**src/rtl/mod_counter_pkg.sv**
```systemverilog
`default_nettype none
// mod_counter_pkg: direction type, parameter legality check and the shared
// next-count function used by mod_counter_next.
package mod_counter_pkg;

  localparam int MAX_W = 64;

  typedef enum logic {
    DOWN = 1'b0,
    UP   = 1'b1
  } dir_e;

  typedef struct packed {
    logic [MAX_W-1:0] value;
    logic             boundary;
  } next_t;

  // Widths are capped at 62 so q + step can never overflow the 64-bit math.
  function automatic bit params_ok(input int width, input longint modulus, input int step_w);
    longint max_mod;
    longint max_step;
    if (width < 1 || width > 62 || step_w < 1 || step_w > 62) begin
      return 1'b0;
    end
    max_mod  = longint'(1) << width;
    max_step = (longint'(1) << step_w) - 1;
    return (modulus >= 2) && (modulus <= max_mod) && (max_step < modulus);
  endfunction

  function automatic next_t next_count(
    input logic [MAX_W-1:0] q,
    input logic [MAX_W-1:0] step,
    input dir_e             dir,
    input logic             sat,
    input logic [MAX_W-1:0] modulus
  );
    next_t            r;
    logic [MAX_W-1:0] s;
    s          = q + step;
    r.value    = q;
    r.boundary = 1'b0;
    if (dir == UP) begin
      if (s >= modulus) begin
        r.boundary = 1'b1;
        r.value    = sat ? (modulus - 1) : (s - modulus);
      end else begin
        r.value = s;
      end
    end else begin
      if (q < step) begin
        r.boundary = 1'b1;
        r.value    = sat ? '0 : (q + modulus - step);
      end else begin
        r.value = q - step;
      end
    end
    return r;
  endfunction

endpackage
`default_nettype wire

```
**src/rtl/mod_counter_next.sv**
```systemverilog
`default_nettype none
// mod_counter_next: combinational next value and boundary flag for one
// enabled count, sized down from the package's 64-bit arithmetic.
module mod_counter_next
  import mod_counter_pkg::*;
#(
  parameter int     WIDTH   = 8,
  parameter longint MODULUS = 256,
  parameter int     STEP_W  = 4
) (
  input  logic [WIDTH-1:0]  q_i,
  input  logic [STEP_W-1:0] step_i,
  input  dir_e              dir_i,
  input  logic              sat_i,
  output logic [WIDTH-1:0]  q_o,
  output logic              boundary_o
);

  localparam logic [MAX_W-1:0] c_mod = MAX_W'(MODULUS);

  next_t w_res;

  always_comb begin
    w_res = next_count(MAX_W'(q_i), MAX_W'(step_i), dir_i, sat_i, c_mod);
  end

  // Result is always below MODULUS <= 2**WIDTH, so truncation loses nothing.
  assign q_o        = WIDTH'(w_res.value);
  assign boundary_o = w_res.boundary;

endmodule
`default_nettype wire

```
**src/rtl/mod_counter.sv**
```systemverilog
`default_nettype none
// mod_counter: modulo up/down counter with load clamping, step, tc, wrap and
// err pulses. Define MOD_COUNTER_SAT_EN to add the sat (saturate) input.
module mod_counter
  import mod_counter_pkg::*;
#(
  parameter int     WIDTH   = 8,
  parameter longint MODULUS = 256,
  parameter int     STEP_W  = 4
) (
  input  logic              clk,
  input  logic              rst,
  input  logic              ld,
  input  logic [WIDTH-1:0]  data_in,
  input  logic              en,
  input  logic              up,
  input  logic [STEP_W-1:0] step,
`ifdef MOD_COUNTER_SAT_EN
  input  logic              sat,
`endif
  output logic [WIDTH-1:0]  q,
  output logic              tc,
  output logic              wrap,
  output logic              err
);

  if (!params_ok(WIDTH, MODULUS, STEP_W)) begin : g_param_err
    $error("mod_counter: illegal WIDTH/MODULUS/STEP_W combination");
  end

  localparam logic [MAX_W-1:0] c_mod = MAX_W'(MODULUS);
  localparam logic [WIDTH-1:0] c_max = WIDTH'(MODULUS - 1);

  logic [WIDTH-1:0] q_q, q_d;
  logic             wrap_q, wrap_d;
  logic             err_q, err_d;
  logic [WIDTH-1:0] w_next_q;
  logic             w_next_bnd;
  logic             w_sat;
  logic             w_ld_ok;

`ifdef MOD_COUNTER_SAT_EN
  assign w_sat = sat;
`else
  assign w_sat = 1'b0;
`endif

  mod_counter_next #(
    .WIDTH   (WIDTH),
    .MODULUS (MODULUS),
    .STEP_W  (STEP_W)
  ) u_next (
    .q_i        (q_q),
    .step_i     (step),
    .dir_i      (dir_e'(up)),
    .sat_i      (w_sat),
    .q_o        (w_next_q),
    .boundary_o (w_next_bnd)
  );

  assign w_ld_ok = (MAX_W'(data_in) < c_mod);

  // Load beats count; out-of-range loads clamp to the top of the range.
  always_comb begin
    q_d    = q_q;
    wrap_d = 1'b0;
    err_d  = 1'b0;
    if (ld) begin
      q_d   = w_ld_ok ? data_in : c_max;
      err_d = ~w_ld_ok;
    end else if (en) begin
      q_d    = w_next_q;
      wrap_d = w_next_bnd;
    end
  end

  always_ff @(posedge clk) begin
    if (!rst) begin
      q_q    <= '0;
      wrap_q <= 1'b0;
      err_q  <= 1'b0;
    end else begin
      q_q    <= q_d;
      wrap_q <= wrap_d;
      err_q  <= err_d;
    end
  end

  assign q    = q_q;
  assign wrap = wrap_q;
  assign err  = err_q;
  assign tc   = (up && (q_q == c_max)) || (!up && (q_q == '0));

endmodule
`default_nettype wire

```
**config.mk**
```make
export PLATFORM = sky130hd
export DESIGN_NAME = mod_counter
export DESIGN_NICKNAME = d
export VERILOG_FILES = /design/src/rtl/mod_counter_pkg.sv /design/src/rtl/mod_counter_next.sv /design/src/rtl/mod_counter.sv
export SDC_FILE = /design/constraint.sdc
export NUM_CORES = 1
export LEC_CHECK = 0
export ABC_AREA = 0
export BUFFER_PORTS_ARGS = -buffer_cell sky130_fd_sc_hd__buf_4
export CAP_MARGIN = 20
export CORE_MARGIN = 4
export CORE_UTILIZATION = 50
export CTS_BUF_LIST = sky130_fd_sc_hd__clkbuf_2
export DETAILED_ROUTE_END_ITERATION = 12
export GPL_TIMING_DRIVEN = 0
export PLACE_DENSITY = 0.84
export SYNTH_ARGS = -nofsm -noshare
export SYNTH_HDL_FRONTEND = slang
export SYNTH_SLANG_ARGS = --single-unit
```
**constraint.sdc**
```tcl
create_clock -name clk -period 2.6 [get_ports clk]
set_input_delay 0.52 -clock clk [delete_from_list [all_inputs] [get_ports clk]]
set_output_delay 0.52 -clock clk [all_outputs]
set_load 0.02 [all_outputs]
```
==> results of run 1 <==
path summary, 6_finish.rpt:
kind          end  slack (ns)  cells after the start
max            tc        0.47                      5
min          q[5]        0.50                      2
max reg2reg  q[5]        0.54                      6
min reg2reg  q[6]        0.55                      2
metrics by stage:
| step | power [mW] | hold slack [ns] |
|---|---|---|
| 2_1_floorplan | 0.284 | 0.596 |
| 3_3_place_gp | 0.346 | 0.530 |
| 3_5_place_dp | 0.352 | 0.540 |
| 4_1_cts | 0.446 | 0.498 |
| 5_1_grt | 0.476 | 0.507 |
| 6_report | 0.445 | 0.499 |
synth_stat cells, drive strengths merged (3+ instances only):
master,instances
nor2,6
mux2i,4
dfxtp,9
nand3,9
nor2b,8
nand2,8
a211oi,4
clkbuf,4
a21oi,4
ha,9
and3,3
inv,7
o21ai,9
sequential cells by signal, indices dropped and copies added (netlist names):
register / cells
q: 8
wrap: 1
power breakdown:
group          switching, mW  total (mW)  internal (mW)  leakage, nW
combinational         0.0979       0.186         0.0880        0.473
clock                 0.0528      0.0936         0.0408       0.0166
sequential            0.0164       0.165          0.149       0.0745
cell families after synthesis:
group / count (synthesis) / synth area share (%)
AND/OR/NAND/NOR: 48 / 29.3
AO/OA/AOI/OAI: 30 / 22.3
buffers and inverters: 13 / 5.94
adder cells (fa/ha/maj): 11 / 16.5
flip-flops: 9 / 19.4
multiplexers: 4 / 4.32
XOR/XNOR: 2 / 1.89
other: 1 / 0.404
cell usage in the layout, fill, tap and decap left out, types with 5 or more instances in the layout:
master and instances:
sky130_fd_sc_hd__nand3_1 9, sky130_fd_sc_hd__dfxtp_1 9, sky130_fd_sc_hd__inv_1 7, sky130_fd_sc_hd__ha_1 9
sky130_fd_sc_hd__nand2_1 8, sky130_fd_sc_hd__o21ai_0 8, sky130_fd_sc_hd__nor2_1 6, sky130_fd_sc_hd__buf_4 27
sky130_fd_sc_hd__clkbuf_2 5, sky130_fd_sc_hd__nor2b_1 8
worst max-delay path, cell delays in order, from the launching register on:
cell and delay [ns]:
sky130_fd_sc_hd__dfxtp_1 0.32, sky130_fd_sc_hd__clkbuf_2 0.16, sky130_fd_sc_hd__nor4_1 0.46, sky130_fd_sc_hd__nand3_1 0.13, sky130_fd_sc_hd__o21ai_0 0.11, sky130_fd_sc_hd__buf_4 0.17
metal layers:
metal  vias to the layer above  routed length, um  part of all wire, %  global-route usage, %
met4                         0                 27                  1.2                   9.87
li1                        485                  -                    -                      -
met5                         -                  0                    0                      0
met3                         4                 93                  4.0                   2.62
met2                        21               1160                   50                   34.5
met1                       445               1030                   45                   22.0
layout make-up:
| cell class | instances | area [um2] |
|---|---|---|
| Fill cell | 166 | 572 |
| Buffer | 6 | 28.8 |
| Timing Repair Buffer | 26 | 195 |
| Tap cell | 25 | 31.3 |
| Sequential cell | 9 | 180 |
| Multi-Input combinational cell | 96 | 692 |
| Clock buffer | 4 | 20.0 |
| Inverter | 7 | 26.3 |
==> impl_metrics.json, run 1 <==
{
  "outcome": "finished clean",
  "post-route-cell-area_um2": 1170,
  "gr-usage-all-layers_pct": 19.3,
  "worst_setup_path_startpoint": "q[4]",
  "fp.dieH_um": 51.1,
  "cts_htree_levels": 1,
  "final_hold_viol_count": 0,
  "fmax_mhz": 468,
  "tritoncts": "done",
  "rsz_0062_raised_after_global_routing": "no",
  "critPathArrivalTime_ns": 1.61,
  "postSynthNetCount": 146,
  "clock_sinks": 9,
  "io_buffers": 26,
  "detail_route.wirelength_um": 2310,
  "synth_top_area_share_pct": 19.4,
  "start_util_pct": 53.1,
  "finalCriticalPeriod_ns": 2.13,
  "drive_above_1_share_pct": 23.0,
  "min_from": "data_in[5]",
  "irDropWorstVdd_mv": 0.335,
  "layout_cells_excl_fill": 173,
  "crit_required_ns": 2.08,
  "number_of_nets_with_antenna_violations_after_routing": 0,
  "totalNegativeSetupSlack_ns": 0,
  "timing.final.setup_violations": 0,
  "core_region_area_um2": 1750,
  "avgSynthCellArea_um2": 7.86,
  "finalCoreUtilization_pct": 67.2,
  "ioPinCount": 28,
  "design.die.area_um2": 2610,
  "cts-buffers-inserted": 3,
  "first_global_vias": 957,
  "synth_cells": 118,
  "p_per_area_nw_per_um2": 379,
  "grt_max_degree": 11,
  "die_w_um": 51.1,
  "clk_pin_slew_ns": 0.10,
  "netlist.top_cell.by_area": "sky130_fd_sc_hd__dfxtp_1",
  "cts_hold_repair.buffers": 0,
  "place_ws_ns": 0.289,
  "post_synthesis_register_bit_count": 9,
  "crit-reg2reg-launch": "q[3]",
  "drt_first_iter_violations": 11,
  "first_pass_grt_wire_length_um": 3840,
  "synth-edff-count": 0,
  "ctsLongestPathBuffers": 2,
  "crit_path_max_fanout": 8,
  "antenna_found_initial": 0,
  "clk_latency_ns": 0.26,
  "post_dp_cell_area_um2": 1150,
  "place_congestion": 0.832,
  "fin_skew_ns": 0.0105,
  "drv.max_cap_violation_count": 0,
  "sequential_share_of_the_synthesized_area_pct": 19.4,
  "synthFlopType": "sky130_fd_sc_hd__dfxtp_1",
  "post-route-drc-count": 0,
  "setup_slack_ns": 0.465,
  "startpoint_class_of_the_critical_path": "flip-flop",
  "fin_crit_sh_pct": 82.1,
  "clock-root-buffer": "sky130_fd_sc_hd__clkbuf_2",
  "routed_via_density": 5.52,
  "yosysWarningCount": 0,
  "dpl.cell_count": 169,
  "critical_path_class": "flip-flop to primary output",
  "synth_cell_types": 45,
  "postCtsResizedCells": 0,
  "routedWlPerCell_um": 13.3,
  "synth.cell_area_um2": 927,
  "routed-via-count": 955,
  "synth_top_cells_by_area": "sky130_fd_sc_hd__dfxtp_1, sky130_fd_sc_hd__ha_1, sky130_fd_sc_hd__nor2b_1, sky130_fd_sc_hd__nand3_1, sky130_fd_sc_hd__fa_1",
  "type_of_the_worst_min_delay_path": "primary input to flip-flop",
  "slew_violations": 0,
  "power_leakage_nw": 0.564,
  "areaGrowthSynthToFinish_pct": 26.6,
  "drt_pass1_iterations": 4,
  "timing.critical_path.to_type": "primary output",
  "antennaDiodeCount": 0,
  "cts.repair_timing.setup_buffer_count": 0,
  "overflow": 0,
  "placement_rows": 15,
  "post-dp-hpwl_um": 1840,
  "synthArstFlopShare_pct": 0,
  "finish.net_count": 177
}
Note: power is estimated with default switching activity, not from simulation.
==> run 2, diff against run 1 <==
--- a/config.mk
+++ b/config.mk
@@ -5,7 +5,7 @@
 export SDC_FILE = /design/constraint.sdc
 export NUM_CORES = 1
 export LEC_CHECK = 0
-export ABC_AREA = 0
+export ABC_AREA = 1
 export BUFFER_PORTS_ARGS = -buffer_cell sky130_fd_sc_hd__buf_4
 export CAP_MARGIN = 20
 export CORE_MARGIN = 4
@@ -13,7 +13,7 @@
 export CTS_BUF_LIST = sky130_fd_sc_hd__clkbuf_2
 export DETAILED_ROUTE_END_ITERATION = 12
 export GPL_TIMING_DRIVEN = 0
-export PLACE_DENSITY = 0.84
+export PLACE_DENSITY = 0.85
 export SYNTH_ARGS = -nofsm -noshare
 export SYNTH_HDL_FRONTEND = slang
 export SYNTH_SLANG_ARGS = --single-unit
==> constraint.sdc (replaced) <==
create_clock -name clk -period 2.1 [get_ports clk]
set_input_delay 0.42 -clock clk [delete_from_list [all_inputs] [get_ports clk]]
set_output_delay 0.42 -clock clk [all_outputs]
set_load 0.02 [all_outputs]
==> run 2 against run 1 <==
Effect of this change: sequential share of layout area increased by 0.70 points; global-route usage increased by 0.33 points; clock-buffer cell count unchanged; total power increased by 22%; clock power increased by 26%; register-to-register slack got worse by 0.23 ns; critical path type unchanged; critical endpoint unchanged; largest power group unchanged; highest routed layer unchanged.
==> impl_metrics.json, run 2 <==
{
  "outcome": "finished clean",
  "crit_required_ns": 1.68,
  "grt_max_degree": 11,
  "first_pass_grt_wire_length_um": 3800,
  "routedWlPerCell_um": 11.8,
  "synth_top_cells_by_area": "sky130_fd_sc_hd__dfxtp_1, sky130_fd_sc_hd__nand2_1, sky130_fd_sc_hd__ha_1, sky130_fd_sc_hd__nand3_1, sky130_fd_sc_hd__inv_1",
  "ctsLongestPathBuffers": 2,
  "routed-via-count": 968,
  "antenna_found_initial": 0,
  "largest_register_ff_count": 8,
  "clock_sinks": 9,
  "layout.cells.most_common_list": "sky130_fd_sc_hd__nand2_1, sky130_fd_sc_hd__buf_4, sky130_fd_sc_hd__nand3_1",
  "clk_pin_slew_ns": 0.11,
  "tritoncts": "done",
  "critical_path_class": "flip-flop to primary output",
  "rsz_0062_raised_after_global_routing": "no",
  "fin_skew_ns": 0.00972,
  "place_congestion": 0.811,
  "post-dp-hpwl_um": 1800,
  "antennaDiodeCount": 0,
  "postSynthNetCount": 163,
  "areaGrowthSynthToFinish_pct": 26.9,
  "cts_htree_levels": 1,
  "fmax_mhz": 528,
  "timing.critical_path.to_type": "primary output",
  "type_of_the_worst_min_delay_path": "primary input to flip-flop",
  "start_util_pct": 55.5,
  "timing.critical_path.buf_inv": 2,
  "postCtsResizedCells": 0,
  "post-route-cell-area_um2": 1120,
  "min_from": "rst",
  "critical_path.reg2reg.endpoint": "q[4]",
  "synthFlopType": "sky130_fd_sc_hd__dfxtp_1",
  "crit-reg2reg-launch": "q[0]",
  "power_leakage_nw": 0.578,
  "number_of_nets_with_antenna_violations_after_routing": 0,
  "gr-usage-all-layers_pct": 19.6,
  "dpl.cell_count": 184,
  "first_global_vias": 881,
  "critical-path-top-delay-family": "flip-flops",
  "clock-root-buffer": "sky130_fd_sc_hd__clkbuf_2",
  "finalCriticalPeriod_ns": 1.89,
  "synth_top_area_share_pct": 20.4,
  "ys_top_cells_by_count": "sky130_fd_sc_hd__nand2_1, sky130_fd_sc_hd__nand3_1, sky130_fd_sc_hd__inv_1",
  "detail_route.wirelength_um": 2220,
  "irDropWorstVdd_mv": 0.329,
  "routed_via_density": 5.15,
  "post_synthesis_register_bit_count": 9,
  "cts-buffers-inserted": 3,
  "drv.max_cap_violation_count": 0,
  "worst-r2r-cell-count": 10,
  "ioPinCount": 28,
  "layout_commonest_cell": "sky130_fd_sc_hd__nand2_1",
  "fin_worst_hold_slack_ns": 0.360,
  "critPathArrivalTime_ns": 1.47,
  "drt_first_iter_violations": 28,
  "io_buffers": 25,
  "startpoint_class_of_the_critical_path": "flip-flop",
  "post-route-drc-count": 0,
  "crit_path_max_incr_delay_ns": 0.50,
  "cts_hold_repair.buffers": 0,
  "die_w_um": 50.1,
  "fin_crit_sh_pct": 90.2,
  "synth_cells": 135,
  "p_per_area_nw_per_um2": 482,
  "placement_rows": 14,
  "cp_cell_sequence": "nand2_1 > clkinv_1 > nand3_1 > o32ai_1 > buf_4",
  "design.die.area_um2": 2510,
  "worst_setup_path_startpoint": "q[4]",
  "synth.cell_area_um2": 885,
  "synthArstFlopShare_pct": 0,
  "finish.net_count": 193,
  "place_ws_ns": 0.300,
  "drive_above_1_share_pct": 25.0,
  "overflow": 0,
  "cts.repair_timing.setup_buffer_count": 0,
  "ff2ff_setup_slack_ns": 0.31,
  "final_hold_viol_count": 0,
  "yosysWarningCount": 0,
  "sequential_share_of_the_synthesized_area_pct": 20.4,
  "clk_latency_ns": 0.26,
  "synthMostInstantiatedCell": "sky130_fd_sc_hd__nand2_1",
  "drt_pass1_iterations": 4,
  "netlist.top_cell.by_area": "sky130_fd_sc_hd__dfxtp_1",
  "timing.hold.worst_endpoint": "q[0]",
  "core_region_area_um2": 1590,
  "synth_cell_types": 27,
  "slew_violations": 0,
  "synth-edff-count": 0,
  "fp.dieH_um": 50.1,
  "post_dp_cell_area_um2": 1100,
  "hold_depth": 3,
  "crit_path_max_fanout": 8,
  "setup_slack_ns": 0.206,
  "totalNegativeSetupSlack_ns": 0,
  "layout_cells_excl_fill": 188,
  "avgSynthCellArea_um2": 6.55,
  "timing.final.setup_violations": 0,
  "cpMaxStageDelayCell": "sky130_fd_sc_hd__dfxtp_1"
}
[run 2: cell count changes after synthesis, sizes merged, moves of 3 or more]
cell    before  now
o21ai        9    4
and3         3    0
clkbuf       4    0
inv          7   18
nand2        8   36
a22oi        0    5
nor2         6   11
a211oi       4    0
nor2b        8    0
nand3        9   17
a21oi        4    7
mux2i        4    0
[run 2: layout make-up]
class / count / area, um2
fill: 145 / 472
inverter: 19 / 71.3
buffer: 3 / 26.3
timing repair buffer: 25 / 188
multi-input combinational: 104 / 607
clock buffer: 4 / 20.0
sequential: 9 / 180
tap: 24 / 30.0
[run 2: how the worst max path moves through the flow]
stage                      end  cells after the start
after global placement    q[4]                     10
after detailed placement  q[4]                     10
after CTS                   tc                      5
after floorplan             tc                      4
after global routing        tc                      5
final                       tc                      5
[run 2: worst reg2reg max path, delay by kind of cell (launching register included)]
kind,cells,cell delay [ns]
compound gates,2,0.20
simple gates,5,0.41
fa+ha+maj,2,0.60
buf+inv,1,0.11
flops,1,0.40
[run 2: per-layer routing]
metal	vias up	wire length, um	global-route usage, %
met3	6	147	4.52
met2	35	1020	32.6
met5	-	0	0
met1	428	1010	24.4
met4	0	36	6.91
li1	499	-	-
[run 2: stage by stage]
| step | util [%] | power [mW] |
|---|---|---|
| floorplan | - | 0.348 |
| global placement | 69.2 | 0.421 |
| detailed placement | 69.2 | 0.426 |
| CTS | 70.4 | 0.540 |
| global route | 70.4 | 0.583 |
| finish | 70.4 | 0.541 |
[run 2: where the power goes]
group	internal, mW	total (mW)	switching [mW]
clock network	0.0506	0.118	0.0679
logic	0.0962	0.218	0.122
registers	0.183	0.205	0.0216
[run 2: kinds of logic after synthesis]
family	count (synthesis)	synth area share, %
DFF	9	20.4
adders and majority gates	11	17.3
buffers and inverters	22	11.0
AOI/OAI and AO/OA	21	14.4
other	1	0.424
and+or+nand+nor	70	35.5
xor gates and xnor gates	1	0.990
